File: config.mk
export PLATFORM = sky130hd
export DESIGN_NAME = vend_ctrl_flat
export DESIGN_NICKNAME = d
export VERILOG_FILES = /design/src/rtl/vend_if.sv /design/src/rtl/vend_ctrl.sv /design/src/flat_wrapper.sv
export SDC_FILE = /design/constraint.sdc
export NUM_CORES = 1
export LEC_CHECK = 0
export ABC_AREA = 1
export BUFFER_PORTS_ARGS = -buffer_cell sky130_fd_sc_hd__buf_2
export CORE_MARGIN = 3
export CORE_UTILIZATION = 37
export CTS_CLUSTER_SIZE = 30
export DETAILED_ROUTE_END_ITERATION = 16
export PLACE_DENSITY = 0.67
export SETUP_SLACK_MARGIN = 0.2
export SYNTH_ARGS = -nofsm -noshare
export SYNTH_HDL_FRONTEND = slang
export SYNTH_SLANG_ARGS = --single-unit
File: constraint.sdc
create_clock -name clk -period 2 [get_ports clk]
set_input_delay 0.2 -clock clk [delete_from_list [all_inputs] [get_ports clk]]
set_output_delay 0.2 -clock clk [all_outputs]
set_load 0.01 [all_outputs]
File: src/rtl/vend_if.sv
// vend_if: selection, coin, price lookup and vend/change result signals of the vending controller
interface vend_if;
   logic       sel_valid;
   logic [1:0] sel_code;
   logic [1:0] price_sel;
   logic [3:0] price;
   logic       coin_valid;
   logic [1:0] coin_code;
   logic       cancel;
   logic       busy;
   logic [4:0] credit;
   logic       dispense;
   logic [1:0] item;
   logic       change_valid;
   logic [4:0] change_amt;
   logic       coin_reject;
   modport master (
      output sel_valid, sel_code, price, coin_valid, coin_code, cancel,
      input  price_sel, busy, credit, dispense, item, change_valid, change_amt, coin_reject
   );
   modport slave (
      input  sel_valid, sel_code, price, coin_valid, coin_code, cancel,
      output price_sel, busy, credit, dispense, item, change_valid, change_amt, coin_reject
   );
endinterface

File: src/rtl/vend_ctrl.sv
// vend_ctrl: coin-collecting vending FSM with exact/over-pay vend, change, cancel refund and inactivity timeout
module vend_ctrl #(
   parameter int TIMEOUT = 16
) (
   input logic   clk,
   input logic   rst,
   vend_if.slave bus
);
   localparam int TW = (TIMEOUT > 1) ? $clog2(TIMEOUT) : 1;
   typedef enum logic [2:0] {IDLE, COLLECT, VEND, CHANGE, REFUND} state_t;
   state_t        state_q, state_d;
   logic [1:0]    price_sel_q, price_sel_d;
   logic [4:0]    credit_q, credit_d;
   logic [TW-1:0] tmo_q, tmo_d;
   logic          coin_reject_q, coin_reject_d;
   logic [4:0]    coin_amt, credit_sum, price_ext;
   assign coin_amt   = bus.coin_code == 2'b00 ? 5'd1 :
                       bus.coin_code == 2'b01 ? 5'd2 :
                       bus.coin_code == 2'b10 ? 5'd5 : 5'd10;
   assign credit_sum = credit_q + coin_amt;
   assign price_ext  = {1'b0, bus.price};
   // next-state: selection in IDLE, coin/cancel/timeout in COLLECT, single-cycle VEND/CHANGE/REFUND
   always_comb begin
      state_d       = state_q;
      price_sel_d   = price_sel_q;
      credit_d      = credit_q;
      tmo_d         = tmo_q;
      coin_reject_d = bus.coin_valid & ((state_q != COLLECT) | bus.cancel);
      case (state_q)
         IDLE: if (bus.sel_valid && bus.sel_code != 2'b11) begin
            price_sel_d = bus.sel_code;
            credit_d    = '0;
            tmo_d       = '0;
            state_d     = COLLECT;
         end
         COLLECT: if (bus.cancel) state_d = REFUND;
         else if (bus.coin_valid) begin
            credit_d = credit_sum;
            tmo_d    = '0;
            state_d  = credit_sum >= price_ext ? VEND : COLLECT;
         end
         else if (tmo_q == TW'(TIMEOUT - 1)) state_d = REFUND;
         else tmo_d = tmo_q + TW'(1);
         VEND: begin
            state_d  = credit_q > price_ext ? CHANGE : IDLE;
            credit_d = credit_q > price_ext ? credit_q : '0;
         end
         default: begin
            state_d  = IDLE;
            credit_d = '0;
         end
      endcase
   end
   // state registers, cleared asynchronously so a reset drops any pending credit silently
   always_ff @(posedge clk or posedge rst) begin
      if (rst) begin
         state_q       <= IDLE;
         price_sel_q   <= '0;
         credit_q      <= '0;
         tmo_q         <= '0;
         coin_reject_q <= 1'b0;
      end else begin
         state_q       <= state_d;
         price_sel_q   <= price_sel_d;
         credit_q      <= credit_d;
         tmo_q         <= tmo_d;
         coin_reject_q <= coin_reject_d;
      end
   end
   assign bus.price_sel    = price_sel_q;
   assign bus.credit       = credit_q;
   assign bus.coin_reject  = coin_reject_q;
   assign bus.busy         = state_q != IDLE;
   assign bus.dispense     = state_q == VEND;
   assign bus.item         = state_q == VEND ? price_sel_q : 2'b00;
   assign bus.change_valid = (state_q == CHANGE) | ((state_q == REFUND) & (credit_q != 5'd0));
   assign bus.change_amt   = state_q == CHANGE ? credit_q - price_ext :
                             state_q == REFUND ? credit_q : 5'd0;
endmodule

File: src/flat_wrapper.sv
// flat-port wrapper written by rule: the top's interface ports become plain ports
module vend_ctrl_flat 
#(
   parameter int TIMEOUT = 16
)
  (clk, rst, bus_sel_valid, bus_sel_code, bus_price, bus_coin_valid, bus_coin_code, bus_cancel, bus_price_sel, bus_busy, bus_credit, bus_dispense, bus_item, bus_change_valid, bus_change_amt, bus_coin_reject);
  vend_if bus_i ();
  input logic clk;
  input logic rst;
  input wire logic [$bits(bus_i.sel_valid)-1:0] bus_sel_valid;
  input wire logic [$bits(bus_i.sel_code)-1:0] bus_sel_code;
  input wire logic [$bits(bus_i.price)-1:0] bus_price;
  input wire logic [$bits(bus_i.coin_valid)-1:0] bus_coin_valid;
  input wire logic [$bits(bus_i.coin_code)-1:0] bus_coin_code;
  input wire logic [$bits(bus_i.cancel)-1:0] bus_cancel;
  output wire logic [$bits(bus_i.price_sel)-1:0] bus_price_sel;
  output wire logic [$bits(bus_i.busy)-1:0] bus_busy;
  output wire logic [$bits(bus_i.credit)-1:0] bus_credit;
  output wire logic [$bits(bus_i.dispense)-1:0] bus_dispense;
  output wire logic [$bits(bus_i.item)-1:0] bus_item;
  output wire logic [$bits(bus_i.change_valid)-1:0] bus_change_valid;
  output wire logic [$bits(bus_i.change_amt)-1:0] bus_change_amt;
  output wire logic [$bits(bus_i.coin_reject)-1:0] bus_coin_reject;
  assign bus_i.sel_valid = bus_sel_valid;
  assign bus_i.sel_code = bus_sel_code;
  assign bus_i.price = bus_price;
  assign bus_i.coin_valid = bus_coin_valid;
  assign bus_i.coin_code = bus_coin_code;
  assign bus_i.cancel = bus_cancel;
  assign bus_price_sel = bus_i.price_sel;
  assign bus_busy = bus_i.busy;
  assign bus_credit = bus_i.credit;
  assign bus_dispense = bus_i.dispense;
  assign bus_item = bus_i.item;
  assign bus_change_valid = bus_i.change_valid;
  assign bus_change_amt = bus_i.change_amt;
  assign bus_coin_reject = bus_i.coin_reject;
  vend_ctrl #(.TIMEOUT(TIMEOUT)) u_core (.clk(clk), .rst(rst), .bus(bus_i));
endmodule
Yosys cells after proc, flatten, opt, wreduce, memory -nomap -nowiden

Cells that the tools add are included.

Multiplexer cells: 23
Equality and inequality tests: 15
Reductions and logical operators: 10
Bitwise logic cells: 4
Order comparisons: 2
Add/sub/neg operators: 3

Operators by type and width:

| kind                | count |
|---|---|
| $mux 5              | 8 |
| $mux 4              | 5 |
| $pmux 5 s3          | 1 |
| $mux 3              | 4 |
| $pmux 3 s3          | 1 |
| $ne 2x2->1 const B  | 4 |
| $pmux 4 s2          | 1 |
| $reduce_and 4->1    | 2 |
| $eq 3x2->1 const B  | 2 |
| $mux 2              | 3 |
| $add 5x5->5         | 1 |
| $ge 5x4->1          | 1 |
| $gt 5x4->1          | 1 |
| $reduce_bool 5->1   | 1 |
| $sub 5x4->5         | 1 |
| $add 4x1->4 const B | 1 |
| $eq 4x4->1 const B  | 1 |
| $ne 4x3->1 const B  | 1 |
| $reduce_and 2->1    | 2 |
| $eq 3x1->1 const B  | 1 |
| $eq 3x3->1 const B  | 1 |
| $logic_not 3->1     | 1 |
| $ne 3x1->1 const B  | 1 |
| $ne 3x3->1 const B  | 1 |
| other kinds (9)     | 11 |

Input bits: 13
Flip-flop bits (word level): 15

Longest topological paths before layout

Gate-level depths: netlist of run 1.

Word-level depth: 10
Depth in mapped cells: 15
Mapped depth without buffers: 15

Worst setup path after synthesis of run 1

No wires, ideal clock.

Path kind: register to register
From: register u_core.credit_q[1] (netlist: u_core.bus.credit[1])
To: register u_core.state_q[0]
Period minus slack after synthesis: 1.977 ns
Data arrival time: 1.858 ns
Cell stages (with the launch flop): 14
Path buffers: 0
Setup slack: 0.023 ns
Required time: 1.881 ns
Setup time: 0.119 ns
Path through: dfrtp_1 -> inv_1 -> fa_1 -> inv_1 -> ha_1 -> nand2_1 -> nand2_1 -> nand2_1 -> nand2_1 -> nand2_1 -> nand3_1 -> nand3_1 -> nand2_1 -> nand2_1

Word-level cells in the longest chain between the ends: 6
Elaborated cells on any way between the ends: 8

Ends and longest elaborated chain:

| element                  | RTL line        | source |
|---|---|---|
| start: declaration       | vend_ctrl.sv:13 | `logic [4:0] credit_q, credit_d;` |
| start signal: assignment | vend_ctrl.sv:65 | `credit_q <= credit_d;` |
| $add 5x5->5              | vend_ctrl.sv:20 | `assign credit_sum = credit_q + coin_amt;` |
| $ge 5x4->1               | vend_ctrl.sv:40 | `state_d = credit_sum >= price_ext ? VEND : COLLECT;` |
| $mux 2                   | vend_ctrl.sv:40 |  |
| $mux 3                   | vend_ctrl.sv:37 | `else if (bus.coin_valid) begin` |
| $mux 3                   | vend_ctrl.sv:36 | `COLLECT: if (bus.cancel) state_d = REFUND;` |
| $pmux 3 s3 (*)           | vend_ctrl.sv:29 | `case (state_q)` |
| end signal: assignment   | vend_ctrl.sv:63 | `state_q <= state_d;` |
| end: declaration         | vend_ctrl.sv:11 | `state_t state_q, state_d;` |

Every way passes the cells marked *; elsewhere a longest branch is shown, timed or not.
A chain may end at the register's enable or synchronous reset.

Worst setup path after layout of run 1

From: register u_core.credit_q[0] (netlist: u_core.bus.credit[0])
To: output bus_change_amt[4]

Word-level cells in the longest chain between the ends: 2

Ends and longest elaborated chain:

| element          | RTL line           | source |
|---|---|---|
| $sub 5x4->5      | vend_ctrl.sv:77    | `assign bus.change_amt = state_q == CHANGE ? credit_q - price_ext :` |
| $mux 5           | vend_ctrl.sv:77    |  |
| end: declaration | flat_wrapper.sv:22 | `output wire logic [$bits(bus_i.change_amt)-1:0] bus_change_amt;` |

No other way between the ends.

==> run metrics, run 1 <==
status=finished, violations left; failing checks=negative setup slack; P_sw=1.12 mW; Pwr Total=2.37 mW; layout overhead on the synthesized area=34.6%; period utilization=103%; share of layout cells above drive strength 1=45.0%; pre-CTS WS=-0.0105 ns; Syn Nets=208; Clock power frac=11.2%; EDFF count, synth=0; H-tree lvl count=1; Finished Cell Area=1850 um^2; DIE WIDTH=67.0 um; Reg2Reg Capture Point=u_core.state_q[0]; Worst setup EP type=output port; top-count cell post-synth=nand2_1; Final Hold Viols=0; Worst Skew=0.00244 ns; placed inst area=1630 um^2; Die Ht=67.0 um; Comb power frac=67.3%; max-slew violations=0; initial core utilization=39.7%; Lkg Pwr=0.983 nW; unrepaired setup endpoints after global routing=true; Detailed Routing Iterations Pass 1=4; Slew HR=58.2%; wire per inst=11.7 um; global route overflow=0; Least-Margin Pin Slew=0.626 ns; Sink Count=15; CP Launch Type=register; core area=3470 um^2; cells after synthesis=180; die area=4490 um^2; routed via count=1287; nets=258; Clock Path Buffers=2; max-cap violations=0; final cell count without fillers=275; Diodes inserted=0; Port Buffers=30; clk root buf=clkbuf_8; CTS Buf Count=3; average cell area after synthesis=7.65 um^2; vias in the first global route=1248; Post-CTS Hold Buffers=0; final worst slack=-0.0592 ns; post-synthesis sequential area ratio=27.2%; Period minus WS final=2.06 ns; ranking of synthesized cells by area=dfrtp_1 (27%), ha_1 (12%), nand2_1 (9.0%); part of the power in registers=21.5%; Worst R2R Path Depth=14; FFs w/ async S/R, synth=100%; crit path max fanout=3; DRC viols=0; CTS tree=yes; gp weighted congestion=0.774; Via density=4.68; Reg2Reg Setup Slack=-0.04 ns; Detailed Place HPWL=2400 um; switching share of power=47.3%; cell type with the largest total area after synthesis=dfrtp_1; Syn. warnings=0; Worst-path clk slew=0.07 ns; FMAX=486 MHz; initial antenna violation count=0; synth cell count leaders=nand2_1 (33), inv_1 (30), nor2_1 (17), dfrtp_1 (15), ha_1 (13); pin count of the biggest net entering global routing=16; CP arrival=1.86 ns; Hold Worst Slack=0.0105 ns; Routed WL=3210 um; Rows=21; Synth top area share=27.2%; reg2reg start=u_core.bus.credit[0]; Skew-Pair Late Insertion Delay=0.26 ns; critical path class=reg2out; Post-Place Cells=260; initial drt markers=34; Ports=31; first-pass GRT wire length=5290 um; ANT nets after route=0; Hold WC Path Type=in2async; final setup fails=4; Yosys cell types=30; Post-Syn Area=1380 um^2; P_int=1.25 mW; register bit total from synthesis=15; Peak VDD IR=0.537 mV; Pwr Density=1280 nW/um^2; GRT Util Overall=15.5%; required time of the critical path=1.80 ns; Most used DFF post-synth=dfrtp_1
-- cells by family (layout without fill, tap and decap cells) --
logic type | count (synthesis) | count (layout) | synth area share [%]
AND/OR/NAND/NOR | 84 | 84 | 32.6
AO/OA/AOI/OAI | 24 | 24 | 11.7
flip-flops | 15 | 15 | 27.2
adder cells (fa/ha/maj) | 15 | 15 | 14.7
buffers and inverters | 36 | 85 | 9.81
multiplexers | 1 | 1 | 0.727
XOR/XNOR | 5 | 5 | 3.18
-- sequential cells by signal (all words and copies together) (netlist names) --
name                    cells
u_core.bus.coin_reject      1
u_core.bus.price_sel        2
u_core.tmo_q                4
u_core.bus.credit           5
u_core.state_q              3
-- per-layer routing --
layer	GRT usage, %	share of wire, %	vias to the layer above	routed length (um)
li1	-	-	674	-
met1	20.7	48	584	1550
met2	25.0	47	25	1510
met3	2.19	3.5	4	111
met4	6.08	1.2	0	39
met5	0	0	-	0
-- power groups by stage --
stage / sequential, mW / combinational [mW] / clock, mW
after floorplan: 0.516 / 0.965 / 0
after global placement: 0.494 / 1.29 / 0
after detailed placement: 0.499 / 1.32 / 0
after CTS: 0.497 / 1.45 / 0.270
after global routing: 0.525 / 1.79 / 0.281
final: 0.509 / 1.60 / 0.266
-- per-stage QoR --
stage                     TNS [ns]  util, %
after CTS                  -0.0637     51.3
final                       -0.141     53.5
after global routing        -0.549     53.5
after global placement           0     46.9
after floorplan                  0        -
after detailed placement   -0.0105     46.9
-- critical path, cell delays in order, from the launching register on --
cell and delay [ns]:
dfrtp_1 0.38, buf_4 0.13, inv_4 0.03, ha_4 0.15, fa_2 0.35, nor2_2 0.11, a211oi_2 0.05, xor2_1 0.17
o22ai_2 0.09, buf_2 0.14
-- worst max path at each step --
stage,from,endpoint
after global routing,u_core.bus.credit[0],u_core.state_q[0]
after global placement,bus_coin_code[0],u_core.state_q[0]
after CTS,u_core.bus.credit[0],u_core.state_q[0]
final,u_core.bus.credit[0],bus_change_amt[4]
after detailed placement,u_core.bus.credit[0],u_core.state_q[0]
after floorplan,u_core.bus.credit[0],u_core.state_q[0]
-- timing repair --
item,CTS,global route
gates resized for setup,12,11
pin swaps,10,4
endpoints found under the setup margin,6,11
buffers inserted,6,5
-- area by class of cell --
class	count	area (um^2)
Clock buffer	3	41.3
Tap cell	46	57.6
Clock inverter	1	5.00
Sequential cell	15	379
Timing Repair Buffer	46	274
Fill cell	346	1610
Multi-Input combinational cell	129	963
Inverter	35	134
-- cell usage in the layout (no fill, tap or decap) --
master    count
nand2_1      32
buf_2        30
inv_1        26
nor2_1       16
buf_4        15
dfrtp_1      12
nand3_1       9
nand2_2       9
inv_2         8
a21oi_1       8
ha_1          6
o21ai_2       5
ha_4          5
nor2_2        4
xor2_1        4
nand3_2       3
nand4_1       3
o22ai_1       3
clkbuf_8      3
dfrtp_2       3
nor2_4        2
nand2_4       2
o21ai_0       2
fa_2          2
ha_2          2
xnor2_2       1
a21o_1        1
nor3_2        1
nand2_8       1
or2_1         1
nand3_4       1
o21ai_4       1
a31oi_1       1
o21ai_1       1
inv_4         1
a211oi_2      1
o22ai_2       1
mux2i_1       1
clkinv_2      1
buf_6         1
Note: power is estimated with default switching activity, not from simulation.
==> run 2: changes to the inputs <==
Settings changed: REMOVE_ABC_BUFFERS set to 1.
==> run metrics, run 2 (same netlist as run 1, synthesis figures left out) <==
CP arrival=1.87 ns; P_int=1.24 mW; final worst slack=-0.0722 ns; unrepaired setup endpoints after global routing=true; Clock power frac=10.6%; crit path max fanout=3; initial core utilization=39.7%; die area=4490 um^2; critical path class=reg2out; nets=259; routed via count=1311; Hold WC Path Type=in2async; initial drt markers=43; Period minus WS final=2.07 ns; DIE WIDTH=67.0 um; share of layout cells above drive strength 1=43.9%; switching share of power=48.2%; Peak VDD IR=0.438 mV; Lkg Pwr=0.989 nW; most frequent cells in the layout=nand2_1 (32), buf_2 (30), inv_1 (27); Detailed Routing Iterations Pass 1=4; Finished Cell Area=1870 um^2; Diodes inserted=0; failing checks=negative setup slack; P_sw=1.16 mW; core area=3470 um^2; Port Buffers=30; Skew-Pair Late Insertion Delay=0.25 ns; Via density=4.75; period utilization=104%; ANT nets after route=0; max incr delay on CP=0.38 ns; max reg flops=5; Worst setup EP type=output port; Worst-path clk slew=0.06 ns; Clock Path Buffers=2; Worst R2R Path Depth=14; Detailed Place HPWL=2450 um; gp weighted congestion=0.765; Routed WL=3460 um; global route overflow=0; max-slew violations=0; Worst Skew=0.00131 ns; part of the power in registers=20.8%; Comb power frac=68.6%; Slew HR=58.0%; layout overhead on the synthesized area=35.4%; CTS tree=yes; CTS Buf Count=3; wire per inst=12.5 um; final setup fails=2; first-pass GRT wire length=5290 um; Slowest-stage cell, CP=dfrtp_1; H-tree lvl count=1; Post-CTS Hold Buffers=0; pin count of the biggest net entering global routing=16; critical-path cell list=buf_4 > inv_4 > ha_4 > fa_2 > nor2_2 > a211oi_2 > xor2_1 > o22ai_1 > buf_2; max-cap violations=0; placed inst area=1620 um^2; commonest non-fill, non-tap cell in the layout=nand2_1; FMAX=483 MHz; initial antenna violation count=0; vias in the first global route=1173; Pwr Total=2.40 mW; CP Launch Type=register; Hold Worst Slack=0.0159 ns; Sink Count=15; Rows=21; status=finished, violations left; clk root buf=clkbuf_8; DRC viols=0; Die Ht=67.0 um; Least-Margin Pin Slew=0.629 ns; Final Hold Viols=0; Pwr Density=1290 nW/um^2; required time of the critical path=1.80 ns; GRT Util Overall=15.6%; Ports=31
[run 2: changes by cell type in the layout (fill, tap and decap cells not counted), sizes merged]
cell | before | now
nand2 | 44 | 45
[run 2: stage by stage]
step / util (%) / setup slack (ns) / TNS, ns / std cells
2_1_floorplan: - / 0.0226 / 0 / 179
3_3_place_gp: 46.7 / 0.0384 / 0 / 260
3_5_place_dp: 46.7 / -0.0607 / -0.0820 / 260
4_1_cts: 50.8 / -0.0298 / -0.0299 / 271
5_1_grt: 53.8 / -0.175 / -0.443 / 276
6_report: 53.8 / -0.0722 / -0.136 / 276
[run 2: worst paths after layout]
check	startpoint	end	slack, ns
min in group clk	bus_sel_code[0]	u_core.bus.price_sel[0]	0.21
max in group asynchronous	rst	u_core.bus.credit[2]	1.54
worst min register to register	u_core.tmo_q[0]	u_core.tmo_q[0]	0.52
worst max register to register	u_core.bus.credit[0]	u_core.state_q[0]	-0.06
worst max-delay path	u_core.bus.credit[0]	bus_change_amt[4]	-0.07
worst min-delay path	rst	u_core.bus.coin_reject	0.02
[run 2: final cells by class]
| type | instances | area [um^2] |
|---|---|---|
| clock buffers | 3 | 41.3 |
| inverters | 35 | 134 |
| clock inverters | 1 | 5.00 |
| well taps | 46 | 57.6 |
| repair buffers | 46 | 274 |
| multi-input cells | 130 | 977 |
| fillers | 350 | 1600 |
| flip-flops and latches | 15 | 377 |
[run 2: worst max-delay path: cells and delay by family (launching register included)]
| family | cells | cell delay, ns |
|---|---|---|
| adders and majority gates | 2 | 0.50 |
| DFF | 1 | 0.38 |
| buffers and inverters | 3 | 0.33 |
| AOI/OAI and AO/OA | 2 | 0.15 |
| xor gates and xnor gates | 1 | 0.14 |
| and+or+nand+nor | 1 | 0.11 |
[run 2: metal layers]
metal	track usage, %	vias up	part of all wire [%]
met1	21.1	592	45
met4	5.32	0	1.8
met5	0	-	0
met3	1.52	5	3.6
li1	-	682	-
met2	25.6	32	49
[run 2: power by group through the flow]
| stage | logic [mW] | registers [mW] | clock network (mW) |
|---|---|---|---|
| after floorplan | 0.958 | 0.514 | 0 |
| after global placement | 1.29 | 0.493 | 0 |
| final | 1.65 | 0.499 | 0.255 |
| after detailed placement | 1.32 | 0.497 | 0 |
| after CTS | 1.44 | 0.494 | 0.262 |
| after global routing | 1.84 | 0.508 | 0.269 |
[run 2: what timing repair did]
action	in CTS	in global routing
setup buffers	7	4
gates cloned	0	1
pin swaps	7	8
resized for setup	10	15
endpoints found under the setup margin	6	13
